$ cat src/rtl/alu_rr_arbiter.sv
`default_nettype none
// +----------------------------------------------------------------------------+
// | alu_rr_arbiter: round-robin sharing of one ALU between two valid/ready      |
// | requesters; ALU_ARB_STATS_EN adds per-requester grant counters. Rev 1.0     |
// +----------------------------------------------------------------------------+
module alu_rr_arbiter #(
  parameter int DATA_W = 32,
  parameter int CNT_W  = 16
) (
  input  logic              clk,
  input  logic              rst_n,
  input  logic              req0_valid,
  output logic              req0_ready,
  input  logic [DATA_W-1:0] req0_op1,
  input  logic [DATA_W-1:0] req0_op2,
  input  logic [2:0]        req0_ctrl,
  input  logic              req1_valid,
  output logic              req1_ready,
  input  logic [DATA_W-1:0] req1_op1,
  input  logic [DATA_W-1:0] req1_op2,
  input  logic [2:0]        req1_ctrl,
  output logic              rsp0_valid,
  input  logic              rsp0_ready,
  output logic [DATA_W-1:0] rsp0_data,
  output logic              rsp0_eq,
  output logic              rsp1_valid,
  input  logic              rsp1_ready,
  output logic [DATA_W-1:0] rsp1_data,
  output logic              rsp1_eq,
`ifdef ALU_ARB_STATS_EN
  input  logic              stats_clr,
  output logic [CNT_W-1:0]  grant0_cnt,
  output logic [CNT_W-1:0]  grant1_cnt,
`endif
  output logic [DATA_W-1:0] alu_op1,
  output logic [DATA_W-1:0] alu_op2,
  output logic [DATA_W-1:0] alu_imm,
  output logic              alu_src,
  output logic [2:0]        alu_ctrl,
  input  logic [DATA_W-1:0] alu_out,
  input  logic              alu_eq
);

  typedef enum logic [1:0] {
    S_IDLE = 2'd0,
    S_EXEC = 2'd1,
    S_RESP = 2'd2
  } state_t;

  state_t              r_state;
  state_t              w_state_nxt;
  logic                r_last_grant;
  logic                r_grant;
  logic [DATA_W-1:0]   r_op1;
  logic [DATA_W-1:0]   r_op2;
  logic [2:0]          r_ctrl;
  logic [DATA_W-1:0]   r_rsp_data;
  logic                r_rsp_eq;
  logic                w_any;
  logic                w_sel;
  logic                w_accept;
  logic                w_rsp_hs;

  always_comb begin
    w_any       = req0_valid | req1_valid;
    // Contention goes to whoever was not served last; otherwise the lone requester.
    w_sel       = (req0_valid && req1_valid) ? ~r_last_grant : req1_valid;
    w_accept    = (r_state == S_IDLE) && w_any;
    w_rsp_hs    = (r_state == S_RESP) && (r_grant ? rsp1_ready : rsp0_ready);
    w_state_nxt = r_state;
    case (r_state)
      S_IDLE:  if (w_accept) w_state_nxt = S_EXEC;
      S_EXEC:  w_state_nxt = S_RESP;
      S_RESP:  if (w_rsp_hs) w_state_nxt = S_IDLE;
      default: w_state_nxt = S_IDLE;
    endcase
  end

  always_ff @(posedge clk or negedge rst_n) begin
    if (!rst_n) begin
      r_state      <= S_IDLE;
      r_last_grant <= 1'b1;
      r_grant      <= 1'b0;
      r_op1        <= '0;
      r_op2        <= '0;
      r_ctrl       <= '0;
      r_rsp_data   <= '0;
      r_rsp_eq     <= 1'b0;
    end else begin
      r_state <= w_state_nxt;
      if (w_accept) begin
        r_grant      <= w_sel;
        r_last_grant <= w_sel;
        r_op1        <= w_sel ? req1_op1  : req0_op1;
        r_op2        <= w_sel ? req1_op2  : req0_op2;
        r_ctrl       <= w_sel ? req1_ctrl : req0_ctrl;
      end
      if (r_state == S_EXEC) begin
        r_rsp_data <= alu_out;
        r_rsp_eq   <= alu_eq;
      end
    end
  end

  assign req0_ready = w_accept & ~w_sel;
  assign req1_ready = w_accept &  w_sel;
  assign rsp0_valid = (r_state == S_RESP) & ~r_grant;
  assign rsp1_valid = (r_state == S_RESP) &  r_grant;
  assign rsp0_data  = r_rsp_data;
  assign rsp1_data  = r_rsp_data;
  assign rsp0_eq    = r_rsp_eq;
  assign rsp1_eq    = r_rsp_eq;

  // ALU inputs come straight from registers, so they only move on a grant edge.
  assign alu_op1  = r_op1;
  assign alu_op2  = r_op2;
  assign alu_ctrl = r_ctrl;
  assign alu_imm  = '0;
  assign alu_src  = 1'b0;

`ifdef ALU_ARB_STATS_EN
  logic [CNT_W-1:0] r_cnt0;
  logic [CNT_W-1:0] r_cnt1;

  always_ff @(posedge clk or negedge rst_n) begin
    if (!rst_n) begin
      r_cnt0 <= '0;
      r_cnt1 <= '0;
    end else if (stats_clr) begin
      r_cnt0 <= '0;
      r_cnt1 <= '0;
    end else begin
      if (req0_valid && req0_ready) r_cnt0 <= r_cnt0 + 1'b1;
      if (req1_valid && req1_ready) r_cnt1 <= r_cnt1 + 1'b1;
    end
  end

  assign grant0_cnt = r_cnt0;
  assign grant1_cnt = r_cnt1;
`else
  localparam int c_unused_cnt_w = CNT_W;
`endif

endmodule
`default_nettype wire

$ cat config.mk
export PLATFORM = sky130hd
export DESIGN_NAME = alu_rr_arbiter
export DESIGN_NICKNAME = d
export VERILOG_FILES = /design/src/rtl/alu_rr_arbiter.sv
export SDC_FILE = /design/constraint.sdc
export NUM_CORES = 1
export LEC_CHECK = 0
export BUFFER_PORTS_ARGS = -buffer_cell sky130_fd_sc_hd__buf_2
export CAP_MARGIN = 20
export CORE_AREA = 2 2 133 135
export CTS_CLUSTER_SIZE = 20
export DETAILED_ROUTE_END_ITERATION = 7
export DIE_AREA = 0 0 135 137
export GPL_TIMING_DRIVEN = 0
export PLACE_DENSITY = 0.64
export SLEW_MARGIN = 20
export SYNTH_ARGS = -nofsm -noshare
export SYNTH_HDL_FRONTEND = slang
export SYNTH_SLANG_ARGS = --single-unit
$ cat constraint.sdc
create_clock -name clk -period 2.4 [get_ports clk]
set_input_delay 0.48 -clock clk [delete_from_list [all_inputs] [get_ports clk]]
set_output_delay 0.48 -clock clk [all_outputs]
set_load 0.05 [all_outputs]
==> flow_summary.json, run 1 <==
{
  "final.setup.worst_slack_ns": 0.1330,
  "grt_pass1_wl_um": 20020,
  "ioPinCount": 343,
  "drive_gt1_share_pct": 79.56,
  "netlist_area_um2": 5251,
  "rsz0062_at_grt": "no",
  "htree_levels": 3,
  "vias": 3899,
  "r2r-start": "r_last_grant",
  "worst_clock_skew_ns": 0.006822,
  "core_um2": 17060,
  "routed_wl_um": 13080,
  "viasPerCell": 4.087,
  "cts_root_buf": "clkbuf_16",
  "status": "completed",
  "max_freq_ghz": 0.4411,
  "synth_cell_type_count": 20,
  "hold_class": "primary input to async pin",
  "slew_viol_final": 0,
  "wl_per_cell_um": 13.71,
  "syn_to_final_growth_pct": 43.84,
  "dp_hpwl_um": 10400,
  "yosys_warnings": 0,
  "port_buffers": 309,
  "placementRows": 48,
  "cts_tree": "yes",
  "yosysTopAreaCellShare_pct": 49.08,
  "die_y_um": 137,
  "hold_viol": 0,
  "die-area_um2": 18500,
  "cp.required_ns": 1.92,
  "diodes": 0,
  "postCtsSetupBuffers": 0,
  "cp-end-kind": "output pin",
  "grt_overflow_total": 0,
  "finalSetupTns_ns": 0,
  "grt_max_degree": 54,
  "seq_area_frac_synth_pct": 49.58,
  "post_cts_resized": 4,
  "cp-startpoint": "r_state[1]",
  "die_x_um": 135,
  "yosysTopAreaCell": "dfrtp_1",
  "ys_top_cells_by_area": "dfrtp_1 (49%), mux2_2 (33%), buf_4 (9.4%), mux2_4 (4.6%), buf_2 (1.4%)",
  "cp.arrival_ns": 1.79,
  "clk_pin_slew_ns": 0.08,
  "rrSetupSlack_ns": 0.57,
  "r2r_end": "alu_op2[25]",
  "hold_buffers": 0,
  "crit_fanout": 10,
  "fin_nets": 897,
  "routabilityCongestion": 0.7520,
  "antenna_found_initial": 0,
  "worst_setup_path_start_kind": "flop",
  "n_fill_cell": 1623,
  "dp_cells": 940,
  "reg2regPathDepth": 5,
  "final_area_um2": 7553,
  "initial_core_util_pct": 30.79,
  "worstSkewPairLatency_ns": 0.35,
  "path_class": "flop to output pin",
  "grt_pass1_vias": 3906,
  "drt.antenna.violating_nets": 0,
  "postSynthAreaPerCell_um2": 14.08,
  "min_period_over_period_pct": 94.46,
  "numCtsBuffers": 9,
  "clockBufferDepth": 2,
  "synth-seq-cells": 104,
  "placed_area_um2": 7238,
  "drt_first_pass_iters": 4,
  "finalNonFillerCells": 954,
  "drt-initial-drc-count": 65,
  "pre_cts_slack_ns": -0.2021,
  "drv_cap": 0,
  "fin_crit_ns": 2.267,
  "clock-sinks": 104,
  "grt_usage_pct": 14.02,
  "synthCells": 373,
  "setup_viol": 0,
  "drc": 0
}
==> layer usage <==
| metal | part of all wire, % | vias up | global-route usage [%] |
|---|---|---|---|
| met5 | 0 | - | 0 |
| met4 | 1.6 | 0 | 5.671 |
| met3 | 9.1 | 14 | 3.519 |
| met2 | 50 | 203 | 24.42 |
| met1 | 39 | 1790 | 16.56 |
| li1 | - | 1892 | - |
==> state kept, by name (all words and copies together) (netlist names) <==
name / flops
alu_ctrl: 3
alu_op1: 32
alu_op2: 32
r_grant: 1
r_last_grant: 1
r_state: 2
rsp0_data: 32
rsp0_eq: 1
==> stage by stage <==
step           utilization (%)  hold slack (ns)
2_1_floorplan                -           0.1844
3_3_place_gp             42.24           0.4842
3_5_place_dp             42.44           0.4665
4_1_cts                  44.26          0.07820
5_1_grt                  44.29           0.1074
6_report                 44.29          0.07384
==> cells in the final DEF (no fill, tap or decap), types with 2 or more instances in the layout <==
cell type	count
buf_2	321
mux2_2	152
dfrtp_1	103
buf_4	67
conb_1	33
mux2_4	16
clkbuf_16	9
buf_6	4
nor2_1	3
nand2b_1	2
inv_8	2
==> cells in the mapped netlist <==
| master | number |
|---|---|
| o21bai_1 | 1 |
| conb_1 | 1 |
| mux2_4 | 16 |
| buf_2 | 15 |
| nor2_1 | 3 |
| dfstp_2 | 1 |
| nor3_1 | 1 |
| o21a_1 | 1 |
| and2_1 | 1 |
| nand2b_1 | 2 |
| dfrtp_1 | 103 |
| mux2_2 | 152 |
| a31oi_1 | 1 |
| a21oi_1 | 1 |
| inv_1 | 1 |
| clkbuf_1 | 2 |
| o21ai_0 | 1 |
| a21bo_1 | 1 |
| buf_4 | 66 |
| buf_6 | 3 |
==> cell type report <==
cell class / instances / area (um2) / share of cell area [%]
clock buffer: 10 / 239.0 / 3.164
buffer: 84 / 603.1 / 7.984
inverter: 1 / 3.754 / 0.04969
tap: 225 / 281.5 / 3.727
clock inverter: 6 / 75.07 / 0.9939
multi-input combinational: 214 / 2165 / 28.66
timing repair buffer: 310 / 1583 / 20.95
sequential: 104 / 2604 / 34.47
==> kinds of logic after synthesis <==
logic type             count (synthesis)  share of synthesized area (%)
multiplexers                         168                          37.17
AO/OA/AOI/OAI                          6                         0.7863
other                                  1                        0.07141
flip-flops                           104                          49.58
AND/OR/NAND/NOR                        7                         0.6671
buffers and inverters                 87                          11.72
==> worst max-delay path, cell delays in order (launching register included) <==
cell,delay (ns)
dfrtp_1,0.42
nor2_1,0.21
o21a_4,0.26
buf_6,0.21
and2_1,0.15
buf_4,0.19
==> worst max path at each step <==
stage	endpoint	slack, ns	cells past startpoint
3_5_place_dp	req0_ready	-0.20	6
6_report	req0_ready	0.13	5
5_1_grt	req0_ready	0.006	5
3_3_place_gp	alu_op2[17]	-0.38	1
4_1_cts	req0_ready	0.02	5
2_1_floorplan	req1_ready	0.23	5
Power of run 1 is left out: the tool's default activity adds up to more than one toggle a clock period on the data nets, which glitch-free logic cannot reach.
==> run 2, diff against run 1 <==
--- a/config.mk
+++ b/config.mk
@@ -7,12 +7,12 @@
 export LEC_CHECK = 0
 export BUFFER_PORTS_ARGS = -buffer_cell sky130_fd_sc_hd__buf_2
 export CAP_MARGIN = 20
-export CORE_AREA = 2 2 133 135
+export CORE_AREA = 2 2 132 134
 export CTS_CLUSTER_SIZE = 20
 export DETAILED_ROUTE_END_ITERATION = 7
-export DIE_AREA = 0 0 135 137
+export DIE_AREA = 0 0 134 136
 export GPL_TIMING_DRIVEN = 0
-export PLACE_DENSITY = 0.64
+export PLACE_DENSITY = 0.65
 export SLEW_MARGIN = 20
 export SYNTH_ARGS = -nofsm -noshare
 export SYNTH_HDL_FRONTEND = slang
==> run 2 against run 1 <==
Net effect:
- critical path depth increased by 1
- critical path type unchanged
- clock skew hardly changed
- first-iteration DRC count up 15%
- final cell count up 0.10%
==> flow_summary.json, run 2 (synthesized netlist as in run 1, its figures left out) <==
{
  "clock-sinks": 104,
  "regArea_um2": 2604,
  "max_freq_ghz": 0.4372,
  "placed_area_um2": 7238,
  "htree_levels": 3,
  "cp.required_ns": 1.92,
  "syn_to_final_growth_pct": 43.70,
  "grt_max_degree": 58,
  "die-area_um2": 18220,
  "n_fill_cell": 1610,
  "ioPinCount": 343,
  "timing.hold.ws_ns": 0.05390,
  "routabilityCongestion": 0.7233,
  "dp_hpwl_um": 10510,
  "crit_fanout": 10,
  "core_um2": 16880,
  "cts_tree": "yes",
  "r2r-start": "r_last_grant",
  "final_area_um2": 7546,
  "drc": 0,
  "grt_overflow_total": 0,
  "status": "completed",
  "r2r_end": "alu_op2[15]",
  "initial_core_util_pct": 31.12,
  "vias": 3904,
  "reg2regPathDepth": 5,
  "port_buffers": 309,
  "worst_clock_skew_ns": 0.006831,
  "drt-initial-drc-count": 75,
  "fin_crit_ns": 2.287,
  "multi_input_area_um2": 2158,
  "wl_per_cell_um": 13.78,
  "grt_usage_pct": 13.79,
  "slew_viol_final": 0,
  "worstSkewPairLatency_ns": 0.34,
  "antenna_found_initial": 0,
  "drt.antenna.violating_nets": 0,
  "grt_pass1_wl_um": 19530,
  "placementRows": 48,
  "cts_root_buf": "clkbuf_16",
  "final_common_cell": "buf_2",
  "drive_gt1_share_pct": 79.45,
  "hold_viol": 0,
  "path_class": "flop to output pin",
  "rrSetupSlack_ns": 0.56,
  "numCtsBuffers": 9,
  "hold_buffers": 0,
  "worst_setup_path_start_kind": "flop",
  "cp-end-kind": "output pin",
  "final.setup.worst_slack_ns": 0.1127,
  "drt_first_pass_iters": 4,
  "routed_wl_um": 13160,
  "clockBufferDepth": 2,
  "diodes": 0,
  "hold_class": "primary input to async pin",
  "min_period_over_period_pct": 95.30,
  "viasPerCell": 4.088,
  "rsz0062_at_grt": "no",
  "pre_cts_slack_ns": 0.01366,
  "fin_nets": 899,
  "cp.arrival_ns": 1.81,
  "grt_pass1_vias": 3791,
  "clk_pin_slew_ns": 0.07,
  "mostFrequentLayoutCells": "buf_2 (321), mux2_2 (152), dfrtp_1 (103)",
  "final_core_util_pct": 44.71,
  "drv_cap": 0,
  "setup_viol": 0,
  "die_y_um": 136,
  "die_x_um": 134
}
-- run 2: cell count changes in the layout (fill, tap and decap cells not counted) --
cell	delta
clkinvlp_4	+1
inv_6	-1
buf_4	+2
o21a_4	-1
clkbuf_1	+1
inv_8	-2
o21a_2	+1
clkinv_4	+1
clkinv_2	-1
-- run 2: per-layer routing --
metal | global-route usage, % | vias to the layer above | part of all wire [%]
met5 | 0 | - | 0
met4 | 4.374 | 0 | 1.3
met3 | 3.207 | 12 | 7.3
met2 | 25.41 | 173 | 52
met1 | 15.78 | 1823 | 39
li1 | - | 1896 | -
-- run 2: final cells by class --
class	instances	area share, %
Multi-Input combinational cell	214	28.60
Tap cell	225	3.731
Clock inverter	4	0.7296
Timing Repair Buffer	311	21.07
Clock buffer	11	3.217
Sequential cell	104	34.51
Inverter	1	0.04974
Buffer	85	8.092
-- run 2: what timing repair did --
action | CTS | global route
endpoints found under the hold margin | 0 | 0
gates resized for setup | 2 | 2
endpoints found under the setup margin | 1 | 1
buffers inserted | 1 | 0
-- run 2: per-stage QoR --
stage / std cells / TNS [ns]
final: 955 / 0
after global routing: 955 / 0
after CTS: 955 / 0
after detailed placement: 940 / 0
after global placement: 939 / -37.89
after floorplan: 405 / 0
-- run 2: how the worst max path moves through the flow --
stage                     slack, ns  cells past startpoint    startpoint         end
final                          0.11                      6  r_last_grant  req0_ready
after global routing           0.01                      6  r_last_grant  req0_ready
after CTS                     0.006                      6  r_last_grant  req0_ready
after detailed placement       0.01                      6    r_state[1]  req0_ready
after global placement        -0.38                      1         rst_n  alu_op1[9]
after floorplan                0.23                      5    req1_valid  req1_ready
-- run 2: critical path, cell delays in order, from the launching register on --
cell and delay [ns]:
dfstp_2 0.54, a21bo_1 0.12, buf_6 0.13, buf_6 0.15
buf_6 0.19, and2_1 0.15, buf_4 0.19
Power of run 2 is left out for the same reason.
==> run 3, diff against run 2 <==
--- a/config.mk
+++ b/config.mk
@@ -7,12 +7,13 @@
 export LEC_CHECK = 0
 export BUFFER_PORTS_ARGS = -buffer_cell sky130_fd_sc_hd__buf_2
 export CAP_MARGIN = 20
-export CORE_AREA = 2 2 132 134
+export CORE_MARGIN = 2
+export CORE_UTILIZATION = 30
+export CTS_BUF_LIST = sky130_fd_sc_hd__clkbuf_8
 export CTS_CLUSTER_SIZE = 20
 export DETAILED_ROUTE_END_ITERATION = 7
-export DIE_AREA = 0 0 134 136
 export GPL_TIMING_DRIVEN = 0
-export PLACE_DENSITY = 0.65
+export PLACE_DENSITY = 0.62
 export SLEW_MARGIN = 20
 export SYNTH_ARGS = -nofsm -noshare
 export SYNTH_HDL_FRONTEND = slang
==> run 3 against run 2 <==
Net effect:
- setup slack better by 0.060 ns
- non-clock buffer count down 1
- clock skew about the same
- register-to-register slack got worse by 0.05 ns
- via count down 0.20%
- highest routed layer unchanged
==> flow_summary.json, run 3 (synthesized netlist as in run 1, its figures left out) <==
{
  "status": "completed",
  "n_fill_cell": 1699,
  "cp.required_ns": 1.92,
  "grt_usage_pct": 13.50,
  "rsz0062_at_grt": "no",
  "die-area_um2": 18580,
  "hold_viol": 0,
  "drc": 0,
  "clockBufferDepth": 2,
  "cp.arrival_ns": 1.75,
  "wl_per_cell_um": 13.56,
  "viasPerCell": 4.080,
  "port_buffers": 309,
  "grt_pass1_wl_um": 19190,
  "path_class": "flop to output pin",
  "cts_root_buf": "clkbuf_8",
  "slew_viol_final": 0,
  "min_period_over_period_pct": 92.80,
  "routabilityCongestion": 0.7751,
  "mostFrequentLayoutCells": "buf_2 (321), mux2_2 (152), dfrtp_1 (103)",
  "vias": 3896,
  "clock-sinks": 104,
  "drive_gt1_share_pct": 79.59,
  "final_area_um2": 7425,
  "worstSkewPairLatency_ns": 0.37,
  "dp_hpwl_um": 10470,
  "placementRows": 48,
  "drv_cap": 0,
  "grt_max_degree": 57,
  "cp-end-kind": "output pin",
  "drt_first_pass_iters": 3,
  "numCtsBuffers": 9,
  "finalSetupTns_ns": 0,
  "fin_crit_ns": 2.227,
  "antenna_found_initial": 0,
  "hold_buffers": 0,
  "worst_clock_skew_ns": 0.006691,
  "finalNonFillerCells": 955,
  "setup_viol": 0,
  "multi_input_area_um2": 2158,
  "routed_wl_um": 12950,
  "drt-initial-drc-count": 62,
  "final_core_util_pct": 43.23,
  "crit_fanout": 19,
  "hold_class": "primary input to async pin",
  "final_common_cell": "buf_2",
  "die_y_um": 136.3,
  "htree_levels": 3,
  "max_freq_ghz": 0.4490,
  "diodes": 0,
  "clk_pin_slew_ns": 0.10,
  "initial_core_util_pct": 30.57,
  "worst_setup_path_start_kind": "flop",
  "placed_area_um2": 7238,
  "grt_overflow_total": 0,
  "syn_to_final_growth_pct": 41.39,
  "regArea_um2": 2604,
  "cts_tree": "yes",
  "drt.antenna.violating_nets": 0,
  "ioPinCount": 343,
  "fin_nets": 898,
  "dp_cells": 940,
  "core_um2": 17180,
  "die_x_um": 136.3,
  "grt_pass1_vias": 3804
}
## run 3: what timing repair did
action / in CTS / in global routing
buffers inserted: 1 / 0
gates resized for setup: 3 / 0
setup endpoints to repair: 1 / 1
## run 3: path summary, 6_finish.rpt
kind | startpoint | end | slack [ns] | cells after the start
min reg2reg | alu_op1[0] | alu_op1[0] | 0.51 | 1
max in group asynchronous | rst_n | r_last_grant | 1.72 | 2
max reg2reg | r_last_grant | alu_op2[28] | 0.51 | 5
max | r_last_grant | req0_ready | 0.17 | 5
min in group clk | req0_valid | r_last_grant | 0.28 | 2
min | rst_n | alu_op1[16] | 0.02 | 1
## run 3: area by class of cell
| type | instances | share of cell area [%] |
|---|---|---|
| clock inverters | 6 | 0.6741 |
| plain buffers | 84 | 8.072 |
| multi-input cells | 214 | 29.07 |
| repair buffers | 311 | 21.42 |
| inverters | 1 | 0.05056 |
| well taps | 225 | 3.792 |
| flip-flops and latches | 104 | 35.07 |
| clock buffers | 10 | 1.854 |
## run 3: per-layer routing
layer | part of all wire, % | global-route usage (%) | wire, um | vias up
met2 | 51 | 23.98 | 6636 | 174
met4 | 1.9 | 4.919 | 243 | 0
li1 | - | - | - | 1896
met5 | 0 | 0 | 0 | -
met3 | 7.7 | 3.766 | 994 | 15
met1 | 39 | 15.44 | 5079 | 1811
## run 3: metrics by stage
stage,hold slack [ns],setup slack [ns]
finish,0.02138,0.1729
global placement,0.4836,-0.3820
CTS,0.009730,0.01505
global route,0.02550,0.02417
floorplan,0.1844,0.2287
detailed placement,0.4478,0.02688
## run 3: critical path, cell delays in order, from the launching register on
cell and delay (ns):
dfstp_2 0.56, a21bo_1 0.12, buf_6 0.12, buf_6 0.22, and2_1 0.16, buf_4 0.19
Power of run 3 is left out for the same reason.
